<file path="src/rtl/morse_pkg.sv">
// Shared Morse definitions used by the input capture and output (transmit) blocks.
package morse_pkg;

    localparam int unsigned MORSE_CODE_W  = 5;
    localparam int unsigned MORSE_LEN_W   = 3;
    localparam int unsigned MORSE_MAX_LEN = 5;

    localparam logic MORSE_DOT  = 1'b0;
    localparam logic MORSE_DASH = 1'b1;

    typedef enum logic [1:0] {
        TX_IDLE,
        TX_MARK,
        TX_SPACE,
        TX_CHAR_GAP
    } tx_state_e;

    // Symbol idx of an MSB-first code (symbol 0 lives in the top bit).
    function automatic logic morse_sym(input logic [MORSE_CODE_W-1:0] code,
                                       input logic [MORSE_LEN_W-1:0]  idx);
        logic [MORSE_CODE_W-1:0] shifted;
        shifted = code << idx;
        return shifted[MORSE_CODE_W-1];
    endfunction

    // A character length is playable when it is 1..MORSE_MAX_LEN.
    function automatic logic morse_len_ok(input logic [MORSE_LEN_W-1:0] len);
        return (len != '0) && (len <= MORSE_LEN_W'(MORSE_MAX_LEN));
    endfunction

endpackage

</file>
<file path="src/rtl/morse_unit_timer.sv">
// Phase timer: prescaler of UNIT_CYCLES clocks feeding a unit counter.
// phase_done is high in the last clock of a target_units-long phase.
module morse_unit_timer #(
    parameter int unsigned UNIT_CYCLES = 4,
    parameter int unsigned UNIT_W      = 2
) (
    input  logic              clk,
    input  logic              rst_n,
    input  logic              restart,
    input  logic [UNIT_W-1:0] target_units,
    output logic              phase_done
);

    localparam int unsigned PRESC_W = (UNIT_CYCLES > 1) ? $clog2(UNIT_CYCLES) : 1;

    logic [PRESC_W-1:0] presc_q, presc_d;
    logic [UNIT_W-1:0]  units_q, units_d;
    logic               unit_end;

    assign unit_end   = (presc_q == PRESC_W'(UNIT_CYCLES - 1));
    assign phase_done = unit_end && (units_q == (target_units - UNIT_W'(1)));

    // Next counter values; restart pins both counters to zero.
    always_comb begin
        presc_d = presc_q + PRESC_W'(1);
        units_d = units_q;
        if (restart) begin
            presc_d = '0;
            units_d = '0;
        end else if (unit_end) begin
            presc_d = '0;
            units_d = phase_done ? '0 : units_q + UNIT_W'(1);
        end
    end

    // Counter registers.
    always_ff @(posedge clk or negedge rst_n) begin
        if (!rst_n) begin
            presc_q <= '0;
            units_q <= '0;
        end else begin
            presc_q <= presc_d;
            units_q <= units_d;
        end
    end

endmodule

</file>
<file path="src/rtl/morse_output_fsm.sv">
// Morse transmitter: plays one latched character as timed marks and spaces.
module morse_output_fsm
    import morse_pkg::*;
#(
    parameter int unsigned UNIT_CYCLES    = 4,
    parameter int unsigned DASH_UNITS     = 3,
    parameter int unsigned SYM_GAP_UNITS  = 1,
    parameter int unsigned CHAR_GAP_UNITS = 3
) (
    input  logic                    clk,
    input  logic                    rst_n,
    input  logic                    start,
    input  logic [MORSE_CODE_W-1:0] morse_code,
    input  logic [MORSE_LEN_W-1:0]  morse_len,
    input  logic                    abort,
    output logic                    tone,
    output logic                    busy,
    output logic                    done,
    output logic [MORSE_LEN_W-1:0]  sym_idx
);

    localparam int unsigned MAX_A     = (DASH_UNITS > SYM_GAP_UNITS) ? DASH_UNITS : SYM_GAP_UNITS;
    localparam int unsigned MAX_B     = (MAX_A > CHAR_GAP_UNITS) ? MAX_A : CHAR_GAP_UNITS;
    localparam int unsigned MAX_UNITS = (MAX_B > 1) ? MAX_B : 1;
    localparam int unsigned UNIT_W    = $clog2(MAX_UNITS + 1);

    tx_state_e               state_q, state_d;
    logic [MORSE_CODE_W-1:0] code_q, code_d;
    logic [MORSE_LEN_W-1:0]  len_q, len_d;
    logic [MORSE_LEN_W-1:0]  sym_idx_q, sym_idx_d;
    logic                    tone_q, tone_d;
    logic                    busy_q, busy_d;
    logic                    done_q, done_d;
    logic [UNIT_W-1:0]       target_units_c;
    logic                    restart_c;
    logic                    phase_done;

    morse_unit_timer #(
        .UNIT_CYCLES (UNIT_CYCLES),
        .UNIT_W      (UNIT_W)
    ) u_timer (
        .clk          (clk),
        .rst_n        (rst_n),
        .restart      (restart_c),
        .target_units (target_units_c),
        .phase_done   (phase_done)
    );

    // Next state, latched character, phase length and registered outputs.
    always_comb begin
        state_d        = state_q;
        code_d         = code_q;
        len_d          = len_q;
        sym_idx_d      = sym_idx_q;
        done_d         = 1'b0;
        target_units_c = UNIT_W'(1);

        case (state_q)
            TX_IDLE: begin
                if (start && !abort && morse_len_ok(morse_len)) begin
                    state_d   = TX_MARK;
                    code_d    = morse_code;
                    len_d     = morse_len;
                    sym_idx_d = '0;
                end
            end
            TX_MARK: begin
                target_units_c = (morse_sym(code_q, sym_idx_q) == MORSE_DASH)
                               ? UNIT_W'(DASH_UNITS) : UNIT_W'(1);
                if (abort) begin
                    state_d   = TX_IDLE;
                    sym_idx_d = '0;
                end else if (phase_done) begin
                    state_d = (sym_idx_q == (len_q - MORSE_LEN_W'(1))) ? TX_CHAR_GAP : TX_SPACE;
                end
            end
            TX_SPACE: begin
                target_units_c = UNIT_W'(SYM_GAP_UNITS);
                if (abort) begin
                    state_d   = TX_IDLE;
                    sym_idx_d = '0;
                end else if (phase_done) begin
                    state_d   = TX_MARK;
                    sym_idx_d = sym_idx_q + MORSE_LEN_W'(1);
                end
            end
            TX_CHAR_GAP: begin
                target_units_c = UNIT_W'(CHAR_GAP_UNITS);
                if (abort) begin
                    state_d   = TX_IDLE;
                    sym_idx_d = '0;
                end else if (phase_done) begin
                    state_d = TX_IDLE;
                    done_d  = 1'b1;
                end
            end
            default: begin
                state_d   = TX_IDLE;
                sym_idx_d = '0;
            end
        endcase

        // Every state entry starts a fresh phase; IDLE keeps the timer cleared.
        restart_c = (state_d != state_q) || (state_d == TX_IDLE);
        tone_d    = (state_d == TX_MARK);
        busy_d    = (state_d != TX_IDLE);
    end

    // State and output registers.
    always_ff @(posedge clk or negedge rst_n) begin
        if (!rst_n) begin
            state_q   <= TX_IDLE;
            code_q    <= '0;
            len_q     <= '0;
            sym_idx_q <= '0;
            tone_q    <= 1'b0;
            busy_q    <= 1'b0;
            done_q    <= 1'b0;
        end else begin
            state_q   <= state_d;
            code_q    <= code_d;
            len_q     <= len_d;
            sym_idx_q <= sym_idx_d;
            tone_q    <= tone_d;
            busy_q    <= busy_d;
            done_q    <= done_d;
        end
    end

    assign tone    = tone_q;
    assign busy    = busy_q;
    assign done    = done_q;
    assign sym_idx = sym_idx_q;

endmodule

</file>
<file path="config.mk">
export PLATFORM = sky130hd
export DESIGN_NAME = morse_output_fsm
export DESIGN_NICKNAME = d
export VERILOG_FILES = /design/src/rtl/morse_pkg.sv /design/src/rtl/morse_unit_timer.sv /design/src/rtl/morse_output_fsm.sv
export SDC_FILE = /design/constraint.sdc
export NUM_CORES = 1
export LEC_CHECK = 0
export ABC_CLOCK_PERIOD_IN_PS = 3900
export CAP_MARGIN = 20
export CORE_MARGIN = 4
export CORE_UTILIZATION = 45
export CTS_BUF_LIST = sky130_fd_sc_hd__clkbuf_8 sky130_fd_sc_hd__clkbuf_16
export CTS_CLUSTER_DIAMETER = 30
export DETAILED_ROUTE_END_ITERATION = 7
export HOLD_SLACK_MARGIN = 0.03
export PLACE_DENSITY = 0.64
export SETUP_SLACK_MARGIN = 0.1
export SLEW_MARGIN = 20
export SYNTH_ARGS = -nofsm -noshare
export SYNTH_HDL_FRONTEND = slang
export SYNTH_SLANG_ARGS = --single-unit
export TNS_END_PERCENT = 20
</file>
<file path="constraint.sdc">
create_clock -name clk -period 3.9 [get_ports clk]
set_input_delay 0.78 -clock clk [delete_from_list [all_inputs] [get_ports clk]]
set_output_delay 0.78 -clock clk [all_outputs]
set_load 0.01 [all_outputs]
</file>
# After elaboration in Yosys (flattened, before gate mapping)
# Index checks and enable logic that the tools add are counted.
# Widths: inputs -> output; s select.
# word_totals
ff_bits	20
output_inout_bits	6
wordCells	65
# classes
n_lt_le_gt_ge	1
n_shift	1
addsub	5
n_reduce_logical	14
mux	24
n_eq_ne	11
# op_table
cell	n
$mux 2	13
$mux 3	4
$pmux 3 s3	1
$pmux 2 s4	1
$eq 2x2->1 const B	3
$shl 5x3->5	1
$add 2x1->2 const B	2
$eq 2x1->1 const B	2
$logic_and 1x1->1	4
$logic_not 2->1	2
$mux 1	4
$pmux 2 s2	1
$reduce_bool 2->1	2
$add 3x1->3 const B	1
$eq 3x3->1	1
$le 3x3->1 const B	1
$ne 3x2->1 const B	1
$reduce_and 3->1	1
$reduce_bool 3->1	1
$sub 3x1->3 const B	1
$eq 2x2->1	1
$ne 2x1->1 const B	1
$ne 2x2->1	1
$ne 2x2->1 const B	1
other kinds (5)	5

# Depth between registers and ports, before layout
# Gate-level depths: netlist (run 1).
# logic_depth
word_depth	12
ltp_mapped	6
mapped_depth_nobuf	6

# Cells and area by module
# From an unflattened synthesis (run 1), not the netlist that was laid out.
# hier_totals
cells_unflattened	92
area_unflattened_um2	1024.7
# by_module_without_submodules
mod	n_inst	area_each_um2	cells_each
morse_output_fsm	1	815.8	73
morse_unit_timer	1	209.0	19

# Worst setup path before layout (run 1)
# No wires, ideal clock.
# synth_path
kind	input -> register
from	input port morse_len[1]
to	register state_q[0]
slack_ns	1.956
required_ns	3.767
cell_stages	5
n_path_buf	1
t_arrival_ns	1.811
path_cell_list	or3_1 -> and4b_1 -> buf_2 -> a211oi_1 -> nand3_1
# synth_between
elab_chain_cells	5
elab_cells_between_ends	6
# synth_rtl
element	line	rtl
start: declaration	morse_output_fsm.sv:14	input logic [MORSE_LEN_W-1:0] morse_len,
$le 3x3->1 / $reduce_bool 3->1 (equally long branches)	morse_pkg.sv:28	return (len != '0) && (len <= MORSE_LEN_W'(MORSE_MAX_LEN));
$logic_and 1x1->1 (*)	morse_pkg.sv:28	
$logic_and 1x1->1 (*)	morse_output_fsm.sv:60	if (start && !abort && morse_len_ok(morse_len)) begin
$mux 2 (*)	morse_output_fsm.sv:60	
$pmux 2 s4 (*)	morse_output_fsm.sv:58	case (state_q)
via state_d[0]	morse_output_fsm.sv:27	tx_state_e state_q, state_d;
end signal: assignment	morse_output_fsm.sv:120	state_q <= state_d;
end: declaration	morse_output_fsm.sv:27	
# Mark *: on every way through the listed nets, which the timed path passes. The rest lies on a longest branch.
# A chain may end at the register's enable or synchronous reset.

# Worst setup path after layout (run 1)
# layout_path
from	input port abort
to	register code_q[4]
# layout_between
elab_chain_cells	4
# layout_rtl
element	line	rtl
start: declaration	morse_output_fsm.sv:15	input logic abort,
$logic_not 1->1	morse_output_fsm.sv:60	
$logic_and 1x1->1 (2 in series)	morse_output_fsm.sv:60	
$reduce_and 2->1 (no source line)	n/a	
end signal: assignment	morse_output_fsm.sv:121	code_q <= code_d;
end: declaration	morse_output_fsm.sv:28	logic [MORSE_CODE_W-1:0] code_q, code_d;
# Every way passes these cells.

==> results of run 1 <==
-- flip-flops by register name, summed over array words and instances, names as in the netlist --
register	cells
state_q	2
done	1
sym_idx	3
code_q	5
tone	1
busy	1
len_q	3
u_timer.presc_q	2
u_timer.units_q	2
-- critical path: cells and delay by family --
| family | cells | cell delay [ns] |
|---|---|---|
| multiplexers | 1 | 0.39 |
| buffers and inverters | 1 | 0.50 |
| AND/OR/NAND/NOR | 2 | 0.78 |
-- per-stage QoR --
step           std cells  utilization [%]
6_report             162             57.4
5_1_grt              162             57.4
4_1_cts              162             57.4
3_5_place_dp         158             55.2
2_1_floorplan        116                -
3_3_place_gp         158             55.2
-- cells by family (layout without fill, tap and decap cells) --
family / count (synthesis) / after routing / share of synthesized area, %
DFF: 20 / 20 / 41.5
AOI/OAI and AO/OA: 25 / 25 / 16.5
buffers and inverters: 11 / 27 / 3.73
xor gates and xnor gates: 3 / 3 / 3.73
and+or+nand+nor: 44 / 44 / 22.5
muxes: 10 / 10 / 9.02
adders and majority gates: 3 / 3 / 3.11
-- report_power, final --
| part | total [mW] | internal, mW | switching [mW] |
|---|---|---|---|
| sequential | 0.273 | 0.246 | 0.0274 |
| clock | 0.160 | 0.0900 | 0.0700 |
| combinational | 0.183 | 0.109 | 0.0747 |
| total | 0.617 | 0.445 | 0.172 |
-- synth_stat cells, types with 3 or more instances --
cell / number
inv_1: 6
nand2_1: 9
ha_1: 3
nand3_1: 4
dfrtp_1: 20
mux2i_1: 3
nand4_1: 3
buf_2: 3
nor2b_1: 4
a21oi_1: 3
mux2_2: 7
nor2_1: 4
o21ai_0: 4
-- final timing paths --
path                                                      to  slack, ns                          from  cells past startpoint
worst max-delay path                   code_q[4]$_DFFE_PN0P_       1.60                         abort                      4
worst max register to register        sym_idx[1]$_DFFE_PN0P_       1.97  u_timer.presc_q[0]$_DFF_PN0_                      5
worst min register to register  u_timer.presc_q[0]$_DFF_PN0_       0.45  u_timer.presc_q[0]$_DFF_PN0_                      1
min in group asynchronous               state_q[1]$_DFF_PN0_       1.02                         rst_n                      1
worst min-delay path            u_timer.presc_q[0]$_DFF_PN0_       0.45  u_timer.presc_q[0]$_DFF_PN0_                      1
max in group asynchronous              code_q[1]$_DFFE_PN0P_       2.32                         rst_n                      1
-- layout make-up --
| type | instances | share of cell area (%) |
|---|---|---|
| multi-input cells | 85 | 45.7 |
| flip-flops and latches | 20 | 34.6 |
| repair buffers | 17 | 11.8 |
| clock buffers | 4 | 3.80 |
| well taps | 30 | 2.59 |
| inverters | 6 | 1.56 |
-- routing by layer --
layer  part of all wire [%]  up-vias  routed length (um)
li1                       -      461                   -
met1                     49      437                1270
met2                     45       28                1150
met3                    4.9        3                 126
met4                    1.2        0                  31
met5                      0        -                   0
==> impl_metrics.env, run 1 <==
export IMPL_synth_area_leader_cell="dfrtp_1"
export IMPL_num_vias=929
export IMPL_vias_per_cell=5.73
export IMPL_endpoint_kind="flip-flop"
export IMPL_fin_skew_ns=0.00575
export IMPL_synth_seq_area_share_pct=41.5
export IMPL_hold_ws_ns=0.447
export IMPL_arrival_ns=2.45
export IMPL_cts_max_path_buffers=2
export IMPL_leakagePower_nw=0.609
export IMPL_nNetsFinal=148
export IMPL_synth_edf_count=0
export IMPL_grt_overflow=0
export IMPL_worst_slack_ns=1.60
export IMPL_grt_max_degree=21
export IMPL_diodes=0
export IMPL_async_flop_share_pct=100
export IMPL_hpwlAfterDp_um=1820
export IMPL_slew_headroom_pct=39.3
export IMPL_mostFrequentLayoutCells="dfrtp_1 (20), clkdlybuf4s50_1 (17), nand2_1 (9)"
export IMPL_slowest_stage="clkdlybuf4s50_1"
export IMPL_min_period_ns=2.30
export IMPL_antenna_found_initial=0
export IMPL_setup_viol=0
export IMPL_synth_top_area_share_pct=41.5
export IMPL_max_slew_worst_pin_slew_ns=0.907
export IMPL_core_rowCount=18
export IMPL_busiest_layer="met2"
export IMPL_fin_setup_tns_ns=0
export IMPL_gp_congestion=0.815
export IMPL_cts_made_buffers=3
export IMPL_crit_chain="clkdlybuf4s50_1 -> nor3b_1 -> and4b_1 -> mux2_2"
export IMPL_run_status="complete, no violations"
export IMPL_ys_ff_latch=20
export IMPL_final_area_sq_um=1450
export IMPL_wl_um=2580
export IMPL_cts_num_sinks=20
export IMPL_post_place_ws_ns=1.33
export IMPL_start_kind="primary input"
export IMPL_area_growth_syn_to_layout_pct=19.9
export IMPL_multi_input_area_sq_um=662
export IMPL_dpl_instance_area_sq_um=1390
export IMPL_fin_total_pwr_mw=0.617
export IMPL_rsz0062_at_grt="false"
export IMPL_critical_path_class="in -> reg"
export IMPL_drive_gt1_share_pct=14.4
export IMPL_cts_tree="yes"
export IMPL_final_common_cell="dfrtp_1"
export IMPL_hold_path_class="reg -> reg"
export IMPL_cts_root_buf="clkbuf_8"
export IMPL_ctsResizeCount=0
export IMPL_period_share_pct=59.1
export IMPL_grtUsageMet2_pct=23.5
export IMPL_core_sq_um=2520
export IMPL_clk_latency_ns=0.26
export IMPL_yosys_most_used_dff="dfrtp_1"
export IMPL_maxCapViolations=0
export IMPL_clkSlewWorstSetupHoldPaths_ns=0.08
export IMPL_htree_num_levels=1
export IMPL_die_h_um=59.8
export IMPL_p_per_area_nw_per_um2=426
export IMPL_firstDrtPassIters=4
export IMPL_io_buffers=17
export IMPL_slew_violations=0
export IMPL_grt_pass1_vias=894
export IMPL_syn_avg_cell_area_sq_um=10.4
export IMPL_wl_per_cell_um=15.9
export IMPL_drcViolationCount=0
export IMPL_worstPathMaxFanout=11
export IMPL_regArea_sq_um=500
export IMPL_cts_setup_buffers=0
export IMPL_cts_hold_buf=0
export IMPL_die_x_um=59.8
export IMPL_num_fill_cells=217
export IMPL_synthTopCellsByArea="dfrtp_1 (41%), mux2_2 (6.5%), ha_1 (3.1%)"
export IMPL_drt_iter0_drc=25
export IMPL_initial_utilization_pct=47.9
export IMPL_postSynthCellCount=116
export IMPL_hold_viol_final=0
export IMPL_synth_area_sq_um=1210
export IMPL_die_area_sq_um=3580
export IMPL_grt_use_met1_pct=22.8
export IMPL_ioPinCount=18
export IMPL_yosysWarnings=0
export IMPL_grt_pass1_wl_um=4250
export IMPL_ir_worst_vdd_v=0.000398
export IMPL_worstPathRequired_ns=4.05
export IMPL_syn_nets=131
export IMPL_crit_path_max_incr_delay_ns=0.50
export IMPL_grtUsageTotal_pct=15.7
export IMPL_ant_nets=0
export IMPL_ys_types=44
export IMPL_met3_usage_pct=2.59
export IMPL_max_freq_ghz=0.434
No activity file was read; power rests on OpenSTA's default activity.
==> inputs of run 2 (changes only) <==
--- a/config.mk
+++ b/config.mk
@@ -5,7 +5,7 @@
 export SDC_FILE = /design/constraint.sdc
 export NUM_CORES = 1
 export LEC_CHECK = 0
-export ABC_CLOCK_PERIOD_IN_PS = 3900
+export ABC_CLOCK_PERIOD_IN_PS = 1900
 export CAP_MARGIN = 20
 export CORE_MARGIN = 4
 export CORE_UTILIZATION = 45
@@ -13,7 +13,7 @@
 export CTS_CLUSTER_DIAMETER = 30
 export DETAILED_ROUTE_END_ITERATION = 7
 export HOLD_SLACK_MARGIN = 0.03
-export PLACE_DENSITY = 0.64
+export PLACE_DENSITY = 0.67
 export SETUP_SLACK_MARGIN = 0.1
 export SLEW_MARGIN = 20
 export SYNTH_ARGS = -nofsm -noshare
==> constraint.sdc (replaced) <==
create_clock -name clk -period 1.9 [get_ports clk]
set_input_delay 0.38 -clock clk [delete_from_list [all_inputs] [get_ports clk]]
set_output_delay 0.38 -clock clk [all_outputs]
set_load 0.01 [all_outputs]
==> impl_metrics.env, run 2 (synthesis results as in run 1) <==
export IMPL_r2r_slack_ns=0.17
export IMPL_rsz0062_at_grt="true"
export IMPL_vias_per_cell=5.81
export IMPL_run_status="complete, no violations"
export IMPL_clk_latency_ns=0.26
export IMPL_gp_congestion=0.872
export IMPL_fin_setup_tns_ns=0
export IMPL_r2r_start="sym_idx[2]$_DFFE_PN0P_"
export IMPL_pwr_share_comb_pct=34.2
export IMPL_drive_gt1_share_pct=23.4
export IMPL_final_common_cell="dfrtp_1"
export IMPL_ir_worst_vdd_v=0.000503
export IMPL_firstDrtPassIters=4
export IMPL_p_per_area_nw_per_um2=813
export IMPL_final_cells=175
export IMPL_die_x_um=59.8
export IMPL_die_h_um=59.8
export IMPL_core_rowCount=18
export IMPL_fin_skew_ns=0.00390
export IMPL_diodes=0
export IMPL_switching_share_pct=28.6
export IMPL_min_period_ns=1.81
export IMPL_largest_reg_flops=5
export IMPL_cts_root_buf="clkbuf_8"
export IMPL_rr_endpoint="tone$_DFF_PN0_"
export IMPL_grt_pass1_vias=989
export IMPL_slew_headroom_pct=68.8
export IMPL_htree_num_levels=1
export IMPL_cts_setup_buffers=0
export IMPL_endpoint_kind="primary output"
export IMPL_grtUsageTotal_pct=17.7
export IMPL_cts_num_sinks=20
export IMPL_dpl_instance_area_sq_um=1500
export IMPL_ant_nets=0
export IMPL_grt_overflow=0
export IMPL_p_sw_mw=0.360
export IMPL_clkSlewWorstSetupHoldPaths_ns=0.07
export IMPL_worstPathRequired_ns=1.52
export IMPL_initial_utilization_pct=47.9
export IMPL_start_kind="flip-flop"
export IMPL_max_slew_worst_pin_slew_ns=0.468
export IMPL_setup_viol=0
export IMPL_hold_path_class="in -> async"
export IMPL_period_share_pct=95.3
export IMPL_core_sq_um=2520
export IMPL_fin_util_pct=61.3
export IMPL_die_area_sq_um=3580
export IMPL_drt_iter0_drc=25
export IMPL_mostFrequentLayoutCells="dfrtp_1 (20), clkdlybuf4s50_1 (17), buf_4 (14)"
export IMPL_nNetsFinal=162
export IMPL_maxCapViolations=0
export IMPL_io_buffers=17
export IMPL_top_register="code_q"
export IMPL_cts_made_buffers=3
export IMPL_worstPathMaxFanout=6
export IMPL_area_growth_syn_to_layout_pct=28.1
export IMPL_critical_path_class="reg -> out"
export IMPL_hpwlAfterDp_um=2080
export IMPL_internal_power_mw=0.897
export IMPL_power_share_clock_pct=22.3
export IMPL_cts_hold_buf=0
export IMPL_cts_max_path_buffers=2
export IMPL_hold_ws_ns=0.449
export IMPL_max_freq_ghz=0.552
export IMPL_seqPwrFrac_pct=43.6
export IMPL_hold_viol_final=0
export IMPL_num_fill_cells=218
export IMPL_final_area_sq_um=1550
export IMPL_grt_pass1_wl_um=4650
export IMPL_reg2reg_depth=4
export IMPL_slew_violations=0
export IMPL_wl_um=2850
export IMPL_num_vias=1016
export IMPL_ioPinCount=18
export IMPL_arrival_ns=1.43
export IMPL_leakagePower_nw=0.671
export IMPL_antenna_found_initial=0
export IMPL_cts_tree="yes"
export IMPL_grt_max_degree=21
export IMPL_drcViolationCount=0
export IMPL_wl_per_cell_um=16.3
export IMPL_dpl_cell_count=172
## run 2: cell types whose count changed in the layout (fill, tap and decap cells not counted)
cell	before	now
clkbuf_8	4	3
and4b_1	1	0
nor4bb_2	0	1
and4b_2	0	1
buf_4	0	14
nor4bb_1	1	0
## run 2: timing repair
action / 4_1_cts / 5_1_grt
pin swaps: 0 / 0
resized for setup: 1 / 1
endpoints found under the hold margin: 0 / 0
setup endpoints to repair: 1 / 12
## run 2: critical path: stages (launching register included)
cell,delay (ns)
dfrtp_1,0.45
buf_4,0.18
clkdlybuf4s50_1,0.54
## run 2: cell type report
cell class                 count  area [sq um]  area share (%)
timing repair buffer          31           275            17.8
inverter                       6          22.5            1.46
multi-input combinational     85           669            43.3
tap                           30          37.5            2.43
clock buffer                   3          41.3            2.67
sequential                    20           500            32.4
## run 2: worst max path at each step
stage	slack, ns	depth (start not counted)	to	from
after floorplan	0.26	5	u_timer.units_q[0]$_DFFE_PN0P_	sym_idx[0]$_DFFE_PN0P_
after global routing	0.04	2	sym_idx[1]	sym_idx[1]$_DFFE_PN0P_
after detailed placement	-0.17	4	code_q[2]$_DFFE_PN0P_	start
after global placement	-0.15	4	code_q[0]$_DFFE_PN0P_	start
final	0.09	2	sym_idx[1]	sym_idx[1]$_DFFE_PN0P_
after CTS	0.12	1	sym_idx[0]	sym_idx[0]$_DFFE_PN0P_
## run 2: layer usage
layer	track usage (%)	wire [um]	vias up	share of wire, %
met1	22.7	1280	495	45
met3	3.46	124	5	4.3
met5	0	0	-	0
met4	8.54	64	0	2.2
met2	28.4	1380	26	48
li1	-	-	490	-
## run 2: metrics by stage
step                      worst slack [ns]  power, mW
after floorplan                      0.257      0.844
after global placement              -0.148      0.969
after detailed placement            -0.167      0.984
after CTS                            0.123       1.26
after global routing                0.0361       1.33
final                               0.0892       1.26
## run 2: power groups by stage
stage	combinational, mW	clock [mW]	sequential [mW]
3_5_place_dp	0.427	0	0.556
4_1_cts	0.430	0.282	0.548
5_1_grt	0.468	0.305	0.556
6_report	0.430	0.280	0.548
3_3_place_gp	0.416	0	0.553
2_1_floorplan	0.295	0	0.549
